**src/rtl/frac_baud_gen_if.sv**
```systemverilog
// Rate-control and strobe bundle between the UART CSR side and frac_baud_gen.
// The master drives the rate controls; the slave (generator) returns strobes and state.
interface frac_baud_gen_if #(
  parameter int MaxClockRate = 100000000,
  parameter int MinBaudRate  = 9600,
  parameter int Oversample   = 16,
  parameter int FracBits     = 4
);
  localparam int IntWidth = $clog2(MaxClockRate / (MinBaudRate * Oversample));
  localparam int OsWidth  = $clog2(Oversample);

  // Strobes are single-cycle level pulses qualified by the clk edge, with no
  // valid/ready handshake: a strobe is "active" when it differs from phase.
  logic                enable;
  logic                phase;
  logic [IntWidth-1:0] divInt;
  logic [FracBits-1:0] divFrac;
  logic                rxTick;
  logic                midTick;
  logic                txTick;
  logic                dbgPrimed;
  logic [OsWidth-1:0]  dbgOsCnt;

  modport master (
    output enable, phase, divInt, divFrac,
    input  rxTick, midTick, txTick, dbgPrimed, dbgOsCnt
  );

  modport slave (
    input  enable, phase, divInt, divFrac,
    output rxTick, midTick, txTick, dbgPrimed, dbgOsCnt
  );
endinterface

```
**src/rtl/frac_baud_gen.sv**
```systemverilog
// Fractional-divider baud generator: rx oversample, mid-bit and bit strobes.
// Optional feature macro: BAUD_FRAC_EN builds the fractional accumulator.
module frac_baud_gen #(
  parameter int MaxClockRate = 100000000,
  parameter int MinBaudRate  = 9600,
  parameter int Oversample   = 16,
  parameter int FracBits     = 4
) (
  input  logic                 clk,
  input  logic                 nReset,
  input  logic                 syncReset,
  frac_baud_gen_if.slave       bus
);
  localparam int IntWidth = $clog2(MaxClockRate / (MinBaudRate * Oversample));
  localparam int OsWidth  = $clog2(Oversample);
  localparam int CntWidth = IntWidth + 1;
  localparam logic [OsWidth-1:0] OsLast = OsWidth'(Oversample - 1);
  localparam logic [OsWidth-1:0] OsMid  = OsWidth'(Oversample / 2 - 1);

  typedef enum logic {
    ST_UNPRIMED = 1'b0,
    ST_PRIMED   = 1'b1
  } state_t;

  state_t              r_state;
  state_t              w_state_next;
  logic [CntWidth-1:0] r_cnt;
  logic [CntWidth-1:0] w_cnt_next;
  logic [OsWidth-1:0]  r_os_cnt;
  logic [OsWidth-1:0]  w_os_next;
  logic [CntWidth-1:0] w_div_eff;
  logic [CntWidth-1:0] w_period;
  logic [CntWidth-1:0] w_load;
  logic                w_carry;
  logic                w_tick;

  assign w_div_eff = (bus.divInt == '0) ? CntWidth'(1) : {1'b0, bus.divInt};

`ifdef BAUD_FRAC_EN
  logic [FracBits-1:0] r_acc;
  logic [FracBits:0]   w_sum;

  assign w_sum   = {1'b0, r_acc} + {1'b0, bus.divFrac};
  assign w_carry = w_sum[FracBits];

  // Accumulator advances only on ticks; priming always starts from acc==0.
  always_ff @(posedge clk or negedge nReset) begin
    if (!nReset) begin
      r_acc <= '0;
    end else if (syncReset) begin
      r_acc <= '0;
    end else if (w_tick) begin
      r_acc <= w_sum[FracBits-1:0];
    end
  end
`else
  logic w_unused_frac;
  assign w_unused_frac = ^bus.divFrac;
  assign w_carry       = 1'b0;
`endif

  assign w_period = w_div_eff + CntWidth'(w_carry);
  assign w_load   = w_period - CntWidth'(1);
  assign w_tick   = bus.enable && !syncReset && (r_state == ST_PRIMED) && (r_cnt == '0);

  always_ff @(posedge clk or negedge nReset) begin
    if (!nReset) begin
      r_state  <= ST_UNPRIMED;
      r_cnt    <= '0;
      r_os_cnt <= '0;
    end else begin
      r_state  <= w_state_next;
      r_cnt    <= w_cnt_next;
      r_os_cnt <= w_os_next;
    end
  end

  always_comb begin
    w_state_next = r_state;
    w_cnt_next   = r_cnt;
    w_os_next    = r_os_cnt;
    if (syncReset) begin
      w_state_next = ST_UNPRIMED;
      w_cnt_next   = '0;
      w_os_next    = '0;
    end else if (bus.enable) begin
      case (r_state)
        ST_UNPRIMED: begin
          w_state_next = ST_PRIMED;
          w_cnt_next   = w_load;
        end
        ST_PRIMED: begin
          if (r_cnt == '0) begin
            w_cnt_next = w_load;
            // Oversample is a power of two, so the natural wrap is the modulo.
            w_os_next  = r_os_cnt + OsWidth'(1);
          end else begin
            w_cnt_next = r_cnt - CntWidth'(1);
          end
        end
        default: w_state_next = ST_UNPRIMED;
      endcase
    end
  end

  assign bus.rxTick    = w_tick ^ bus.phase;
  assign bus.midTick   = (w_tick && (r_os_cnt == OsMid)) ^ bus.phase;
  assign bus.txTick    = (w_tick && (r_os_cnt == OsLast)) ^ bus.phase;
  assign bus.dbgPrimed = (r_state == ST_PRIMED);
  assign bus.dbgOsCnt  = r_os_cnt;
endmodule

```
**src/flat_wrapper.sv**
```systemverilog
// flat-port wrapper written by rule: the top's interface ports become plain ports
module frac_baud_gen_flat 
#(
  parameter int MaxClockRate = 100000000,
  parameter int MinBaudRate  = 9600,
  parameter int Oversample   = 16,
  parameter int FracBits     = 4
)
  (clk, nReset, syncReset, bus_enable, bus_phase, bus_divInt, bus_divFrac, bus_rxTick, bus_midTick, bus_txTick, bus_dbgPrimed, bus_dbgOsCnt);
  frac_baud_gen_if #(.MaxClockRate(MaxClockRate), .MinBaudRate(MinBaudRate), .Oversample(Oversample), .FracBits(FracBits)) bus_i ();
  input  logic clk;
  input  logic nReset;
  input  logic syncReset;
  input wire logic [$bits(bus_i.enable)-1:0] bus_enable;
  input wire logic [$bits(bus_i.phase)-1:0] bus_phase;
  input wire logic [$bits(bus_i.divInt)-1:0] bus_divInt;
  input wire logic [$bits(bus_i.divFrac)-1:0] bus_divFrac;
  output wire logic [$bits(bus_i.rxTick)-1:0] bus_rxTick;
  output wire logic [$bits(bus_i.midTick)-1:0] bus_midTick;
  output wire logic [$bits(bus_i.txTick)-1:0] bus_txTick;
  output wire logic [$bits(bus_i.dbgPrimed)-1:0] bus_dbgPrimed;
  output wire logic [$bits(bus_i.dbgOsCnt)-1:0] bus_dbgOsCnt;
  assign bus_i.enable = bus_enable;
  assign bus_i.phase = bus_phase;
  assign bus_i.divInt = bus_divInt;
  assign bus_i.divFrac = bus_divFrac;
  assign bus_rxTick = bus_i.rxTick;
  assign bus_midTick = bus_i.midTick;
  assign bus_txTick = bus_i.txTick;
  assign bus_dbgPrimed = bus_i.dbgPrimed;
  assign bus_dbgOsCnt = bus_i.dbgOsCnt;
  frac_baud_gen #(.MaxClockRate(MaxClockRate), .MinBaudRate(MinBaudRate), .Oversample(Oversample), .FracBits(FracBits)) u_core (.clk(clk), .nReset(nReset), .syncReset(syncReset), .bus(bus_i));
endmodule
```
**config.mk**
```make
export PLATFORM = sky130hd
export DESIGN_NAME = frac_baud_gen_flat
export DESIGN_NICKNAME = d
export VERILOG_FILES = /design/src/rtl/frac_baud_gen_if.sv /design/src/rtl/frac_baud_gen.sv /design/src/flat_wrapper.sv
export SDC_FILE = /design/constraint.sdc
export NUM_CORES = 1
export LEC_CHECK = 0
export CORE_ASPECT_RATIO = 0.7
export CORE_MARGIN = 10
export CORE_UTILIZATION = 45
export DETAILED_ROUTE_END_ITERATION = 8
export PLACE_DENSITY = 0.72
export SLEW_MARGIN = 10
export SYNTH_ARGS = -nofsm -noshare
export SYNTH_HDL_FRONTEND = slang
export SYNTH_SLANG_ARGS = --single-unit
```
**constraint.sdc**
```tcl
create_clock -name clk -period 2.7 [get_ports clk]
set_clock_uncertainty 0.2 [all_clocks]
set_input_delay 0.81 -clock clk [delete_from_list [all_inputs] [get_ports clk]]
set_output_delay 0.81 -clock clk [all_outputs]
set_load 0.02 [all_outputs]
```
==> impl_metrics.ini, run 1 <==
[drt]
first_iter_violations = 137
count_of_vias_placed_by_the_detailed_router = 1418
detailedRoute.firstPassIterationCount = 6
antenna_viol_nets_final = 0
post-route-drc-count = 0
drt-wirelength-per-cell_microns = 18.0
finalWirelength_mm = 4.28
drt-vias-per-instance = 5.96

[worst_setup_path]
nature_of_the_critical_path_startpoint = primary input
critical_path_depth = 5
path_buf_inv = 2
critical_path_slowest_stage_cell = sky130_fd_sc_hd__clkdlybuf4s50_1
required_ps = 1690
crit-reg2reg-launch = u_core.r_cnt[6]
worst-path-max-fanout = 3
reg2reg_depth = 6
r2r-end = u_core.r_cnt[5]
crit_type = primary input to output port
timing.critical_path.max_delay_family = buffers and inverters
setup.worst_path.end_class = output port
crit_chain = clkdlybuf4s50_1 -> nor2_4 -> nand4_1 -> xnor2_2 -> buf_4
cp_data_arrival_time_ps = 1930
maximum_cell_stage_delay_along_the_critical_path_ps = 480
r2r_slack_ps = 150

[floorplanning]
design.portCount = 27
floorplan.initialDensity = 0.477
num_rows = 15
die_height_microns = 62.9
die_w_microns = 81.3
die_area_sq_um = 5110
coreArea_sq_um = 2480

[final_layout]
regArea_sq_um = 400
layout.filler_cells = 183
drive_above_1_share = 0.369
multiInputGateArea_sq_um = 838
layout.nets = 226
syn_to_final_growth_pct = 60.4

[placed_design]
dp_hpwl_mm = 3.00
routabilityCongestion = 0.896
port_buffers = 22
dp_slack_ps = -1060

[timing]
final.setup.worst_slack_ps = -238
timing.final.hold_violations = 0
drv_slew = 0
unrepaired_setup_endpoints_after_global_routing = true
slew_headroom = 0.521
setup_viol_count_final = 4
setup_total_negative_slack_ps = -773
worstMarginPinSlew_ps = 716
min_period_over_period = 1.09
fmax_mhz = 340
finalWorstPathRequiredPeriod_ps = 2940
holdWs_ps = 383

[global_route]
grt_first_pass_wirelength_mm = 7.18
grt_antenna_before_repair = 1
number_of_global_route_vias_before_repair = 1425
grtUsageTotal = 0.175
grt_max_degree = 21
grt-ovfl-total = 0

[power]
power.leakage_nw = 0.860
vdd_ir_drop_max_uv = 276
p_clk_frac = 0.275
power.net_switching_w = 0.000263
share_seq_of_total_power = 0.338
relative_contribution_of_combinational_cells_to_total_power = 0.387
power_per_cell_area_nw_per_um2 = 417
internal-power_w = 0.000528
post-layout-total-power_w = 0.000791
sw_frac_of_total = 0.332

[clocking]
tritoncts.num_buffers = 3
clock_latency_on_the_worst_skew_pair_ps = 260
cts-root-buf = sky130_fd_sc_hd__clkbuf_8
ctsHtreeMaxLevel = 1
cts_sinks = 16
cts.path.max_buffers = 2
clock_transition_at_path_regs_ps = 60
tritoncts = done

[synth]
ys_seq_area_frac = 0.339
yosysWarningCount = 0
synthArstFlopShare = 1.00
synth_fp_nets = 162
largest_cells_by_area_after_synthesis = sky130_fd_sc_hd__dfrtp_1 (34%), sky130_fd_sc_hd__o21ai_0 (4.7%), sky130_fd_sc_hd__xnor2_1 (4.4%), sky130_fd_sc_hd__a21oi_1 (3.8%), sky130_fd_sc_hd__nand2_1 (3.8%)
synth_edf_count = 0
yosys_most_used_dff = sky130_fd_sc_hd__dfrtp_1
summed_instance_area_of_the_synthesized_netlist_sq_um = 1180
post_synth_inst_count = 140
synth_area_leader_cell = sky130_fd_sc_hd__dfrtp_1
post_synth.cell_area_avg_sq_um = 8.45
number_of_flip_flops_and_latches_in_the_synthesized_netlist = 16
netlist.area_leader.share = 0.339
synth.lib_cells_used.distinct = 40

[min_path]
hold_start = u_core.bus.dbgOsCnt[1]
hold-path-cell-count = 2
hold_path.class = register to register
hold_path_end = u_core.bus.dbgOsCnt[1]

[status]
failed_checks = setup timing
status = finished with violations

[job]
maxCapViolCount = 0
-- worst min-delay path, stage by stage, from the launching register on --
cell,delay [ps]
sky130_fd_sc_hd__dfrtp_1,390
sky130_fd_sc_hd__mux2i_1,90
sky130_fd_sc_hd__nor2_1,70
-- power by group through the flow --
| stage | Combinational, W | Clock (W) | Sequential [W] |
|---|---|---|---|
| after CTS | 0.000296 | 0.000220 | 0.000267 |
| final | 0.000306 | 0.000218 | 0.000267 |
| after floorplan | 0.000138 | 0 | 0.000277 |
| after detailed placement | 0.000279 | 0 | 0.000269 |
| after global routing | 0.000328 | 0.000232 | 0.000269 |
| after global placement | 0.000270 | 0 | 0.000269 |
-- what timing repair did --
item / 4_1_cts / 5_1_grt
endpoints found under the setup margin: 10 / 6
pin swaps: 14 / 3
hold buffers: 0 / 0
gates resized for setup: 54 / 4
endpoints found under the hold margin: 0 / 0
buffers inserted: 10 / 0
-- synthesized netlist by cell type (2+ instances only) --
cell	n
sky130_fd_sc_hd__o21ai_0	11
sky130_fd_sc_hd__or4_1	5
sky130_fd_sc_hd__o31ai_1	3
sky130_fd_sc_hd__o21ai_1	2
sky130_fd_sc_hd__nor2_1	12
sky130_fd_sc_hd__nor4_1	3
sky130_fd_sc_hd__o22ai_1	2
sky130_fd_sc_hd__nand4_1	5
sky130_fd_sc_hd__a32o_1	2
sky130_fd_sc_hd__mux2i_1	3
sky130_fd_sc_hd__nor3_1	4
sky130_fd_sc_hd__nand2_1	12
sky130_fd_sc_hd__a21oi_1	9
sky130_fd_sc_hd__xor2_1	4
sky130_fd_sc_hd__inv_1	7
sky130_fd_sc_hd__ha_1	3
sky130_fd_sc_hd__dfrtp_1	16
sky130_fd_sc_hd__clkbuf_1	4
sky130_fd_sc_hd__xnor2_1	6
sky130_fd_sc_hd__nand3_1	7
-- registers in the layout, summed over array words and instances, names as in the netlist --
signal,flops
u_core.r_cnt,11
u_core.bus.dbgOsCnt,4
u_core.bus.dbgPrimed,1
-- cell families after synthesis --
family,after synthesis,synth area share
simple gates,57,0.255
compound gates,38,0.221
flops,16,0.339
buf+inv,12,0.0444
xor+xnor,10,0.0741
mux,4,0.0349
fa+ha+maj,3,0.0317
-- cell type report --
class	count	share of cell area
antenna	1	0.00132
inverter	7	0.0139
sequential	16	0.211
timing repair buffer	64	0.280
multi-input combinational	112	0.442
tap	34	0.0224
clock buffer	4	0.0290
-- how the worst max path moves through the flow --
stage,endpoint,from,slack (ps)
3_3_place_gp,bus_midTick,bus_enable,-970
2_1_floorplan,u_core.r_cnt[8],bus_divInt[6],-200
6_report,bus_txTick,syncReset,-240
5_1_grt,bus_midTick,u_core.r_cnt[7],-340
4_1_cts,bus_midTick,u_core.r_cnt[7],-180
3_5_place_dp,bus_midTick,bus_enable,-1060
-- cell usage in the layout, fill, tap and decap left out, types with 2 or more instances in the layout --
cell and count:
sky130_fd_sc_hd__buf_6 7, sky130_fd_sc_hd__nor4_2 3, sky130_fd_sc_hd__nand3_1 7, sky130_fd_sc_hd__o31ai_1 3, sky130_fd_sc_hd__o21ai_0 11, sky130_fd_sc_hd__nand4_1 5, sky130_fd_sc_hd__xor2_1 3, sky130_fd_sc_hd__or4_1 3
sky130_fd_sc_hd__clkbuf_8 4, sky130_fd_sc_hd__buf_4 40, sky130_fd_sc_hd__o22ai_1 2, sky130_fd_sc_hd__mux2i_1 3, sky130_fd_sc_hd__a21oi_2 2, sky130_fd_sc_hd__ha_1 2, sky130_fd_sc_hd__o21ai_1 2, sky130_fd_sc_hd__nor3_1 3
sky130_fd_sc_hd__a21oi_1 7, sky130_fd_sc_hd__xnor2_2 3, sky130_fd_sc_hd__clkdlybuf4s50_1 8, sky130_fd_sc_hd__dlygate4sd2_1 6, sky130_fd_sc_hd__xnor2_1 3, sky130_fd_sc_hd__a32o_1 2, sky130_fd_sc_hd__buf_2 2, sky130_fd_sc_hd__nor2_1 11
sky130_fd_sc_hd__nand2_1 12, sky130_fd_sc_hd__inv_1 6, sky130_fd_sc_hd__or4_4 3, sky130_fd_sc_hd__dfrtp_1 16
-- stage by stage --
stage | area, sq um | instances | util
after global routing | 1900 | 238 | 0.766
after detailed placement | 1750 | 226 | 0.705
after floorplan | 1250 | 140 | -
after CTS | 1910 | 240 | 0.770
after global placement | 1750 | 226 | 0.705
final | 1900 | 238 | 0.766
-- per-layer routing --
layer  wire, microns  global-route usage
met5               0                   0
met4             188              0.0797
met3             312              0.0445
met2            2080               0.277
met1            1700               0.214
(Power assumes the default switching activity.)
==> run 2: changes to the inputs <==
Settings changed: CORE_UTILIZATION 45 to 30, PLACE_DENSITY 0.72 to 0.5.
==> run 2 against run 1 <==
  * The run still ends with setup timing left
  * Register-to-register slack gained 30 ps
  * Flip-flop and latch count is the same
  * Non-clock buffer count grew 2
  * Utilization shrank 24 points
  * Wire length shrank 12%
  * Fmax grew 2.7%
  * Hold slack gained 8.7 ps
  * First-iteration DRC count shrank 50%
  * Largest cell class unchanged
==> impl_metrics.ini, run 2 (synthesis results as in run 1) <==
[worst_setup_path]
timing.critical_path.from = u_core.r_cnt[7]
crit_type = register to output port
crit_end = bus_midTick
setup.worst_path.end_class = output port
required_ps = 1690
r2r-end = u_core.r_cnt[5]
reg2reg_depth = 6
crit-reg2reg-launch = u_core.r_cnt[6]
nature_of_the_critical_path_startpoint = register
cp_data_arrival_time_ps = 1850
r2r_slack_ps = 180
worst-path-max-fanout = 3

[power]
power_per_cell_area_nw_per_um2 = 406
vdd_ir_drop_max_uv = 298
power.leakage_nw = 0.894

[floorplanning]
coreArea_sq_um = 3650
floorplan.initialDensity = 0.324
die_area_sq_um = 6890
design.portCount = 27
die_height_microns = 72.5
die_w_microns = 95.0
num_rows = 18

[final_layout]
syn_to_final_growth_pct = 62.8
largest_register_ffs = 11
layout.filler_cells = 356
multiInputGateArea_sq_um = 846
drive_above_1_share = 0.390
final_common_cell = sky130_fd_sc_hd__buf_4
finalInstanceArea_sq_um = 1920
regArea_sq_um = 400
n_antenna_cell = 0
layout.cells.most_common_list = sky130_fd_sc_hd__buf_4 (45), sky130_fd_sc_hd__dfrtp_1 (16), sky130_fd_sc_hd__nand2_1 (12), sky130_fd_sc_hd__nor2_1 (11), sky130_fd_sc_hd__o21ai_0 (11)
layout.nets = 228
regMostFlops = u_core.r_cnt

[drt]
antenna_viol_nets_final = 0
post-route-drc-count = 0
drt-vias-per-instance = 5.21
detailedRoute.firstPassIterationCount = 4
drt-wirelength-per-cell_microns = 14.8
count_of_vias_placed_by_the_detailed_router = 1329
first_iter_violations = 68
finalWirelength_mm = 3.77

[global_route]
gr-usage-met1 = 0.151
grt_first_pass_wirelength_mm = 6.13
grt_max_degree = 21
global_route.usage.met3 = 0.0329
grt-ovfl-total = 0
grt_antenna_before_repair = 0
grtUsageTotal = 0.110
grt_max_usage_layer = met2
number_of_global_route_vias_before_repair = 1235
grt_util_met2 = 0.166

[placed_design]
dp_slack_ps = -1050
port_buffers = 22
dp_hpwl_mm = 2.92
placed_cell_area_sq_um = 1780
routabilityCongestion = 0.939

[job]
maxCapViolCount = 0

[timing]
final.setup.worst_slack_ps = -160
fmax_mhz = 350
slew_headroom = 0.711
setup_viol_count_final = 4
unrepaired_setup_endpoints_after_global_routing = true
timing.final.hold_violations = 0
finalWorstPathRequiredPeriod_ps = 2860
worstMarginPinSlew_ps = 433
drv_slew = 0
holdWs_ps = 391
min_period_over_period = 1.06

[min_path]
hold_path.class = register to register

[status]
failed_checks = setup timing
status = finished with violations

[clocking]
clock_transition_at_path_regs_ps = 60
cts.path.max_buffers = 2
cts_sinks = 16
tritoncts.num_buffers = 3
tritoncts = done
ctsHtreeMaxLevel = 1
clock_latency_on_the_worst_skew_pair_ps = 250
cts-root-buf = sky130_fd_sc_hd__clkbuf_8
[run 2: cell types whose count changed in the layout (fill, tap and decap cells not counted), moves of 2 or more]
cell / change
sky130_fd_sc_hd__buf_4: +5
sky130_fd_sc_hd__buf_6: -4
sky130_fd_sc_hd__dlygate4sd2_1: -2
sky130_fd_sc_hd__dlymetal6s2s_1: +3
[run 2: critical path, cell delays in order (launching register included)]
cell,delay [ps]
sky130_fd_sc_hd__dfrtp_1,390
sky130_fd_sc_hd__nor4_2,280
sky130_fd_sc_hd__buf_4,170
sky130_fd_sc_hd__nand4_1,130
sky130_fd_sc_hd__nor2_2,140
sky130_fd_sc_hd__nand4b_1,160
sky130_fd_sc_hd__xnor2_2,160
sky130_fd_sc_hd__buf_4,160
[run 2: repair_timing]
action,CTS,global route
hold buffers,0,0
gates resized for setup,43,11
pin swaps,13,5
endpoints found under the hold margin,0,0
endpoints found under the setup margin,10,7
setup buffers,5,2
[run 2: how the worst min path moves through the flow]
stage                           startpoint                     end  slack, ps  depth (start not counted)
floorplan                           nReset  u_core.bus.dbgOsCnt[0]        310                          0
global placement    u_core.bus.dbgOsCnt[3]  u_core.bus.dbgOsCnt[3]        380                          2
global route        u_core.bus.dbgOsCnt[1]  u_core.bus.dbgOsCnt[1]        420                          2
CTS                 u_core.bus.dbgOsCnt[1]  u_core.bus.dbgOsCnt[1]        400                          2
detailed placement  u_core.bus.dbgOsCnt[1]  u_core.bus.dbgOsCnt[1]        380                          2
finish              u_core.bus.dbgOsCnt[1]  u_core.bus.dbgOsCnt[1]        390                          2
[run 2: per-layer routing]
layer,vias to the layer above,part of all wire,wire length [microns]
li1,656,-,-
met1,624,0.47,1790
met2,43,0.46,1750
met3,6,0.056,209
met4,0,0.0056,21
met5,-,0,0
[run 2: layout make-up]
type,instances,area share
Sequential cell,16,0.208
Timing Repair Buffer,66,0.278
Clock buffer,4,0.0286
Tap cell,50,0.0325
Multi-Input combinational cell,112,0.440
Inverter,7,0.0137
[run 2: power by group]
group	internal (W)	total [W]	switching (W)	leakage [nW]
Sequential	0.000256	0.000267	0.0000113	0.215
Clock	0.000130	0.000215	0.0000857	0.0288
Combinational	0.000144	0.000298	0.000155	0.650
Total	0.000529	0.000781	0.000252	0.894
[run 2: stage by stage]
step	std cells	setup TNS, ps	util	power [W]
floorplan	140	-610	-	0.000415
global placement	244	-6880	0.488	0.000552
detailed placement	244	-6960	0.488	0.000554
CTS	253	-626	0.512	0.000775
global route	255	-791	0.527	0.000826
finish	255	-444	0.527	0.000781
==> run 3: changes to the inputs <==
Settings changed: ABC_CLOCK_PERIOD_IN_PS set to 2700.
==> results of run 3 <==
Same layout as run 2: the final DEF is identical, and so are final timing and power.
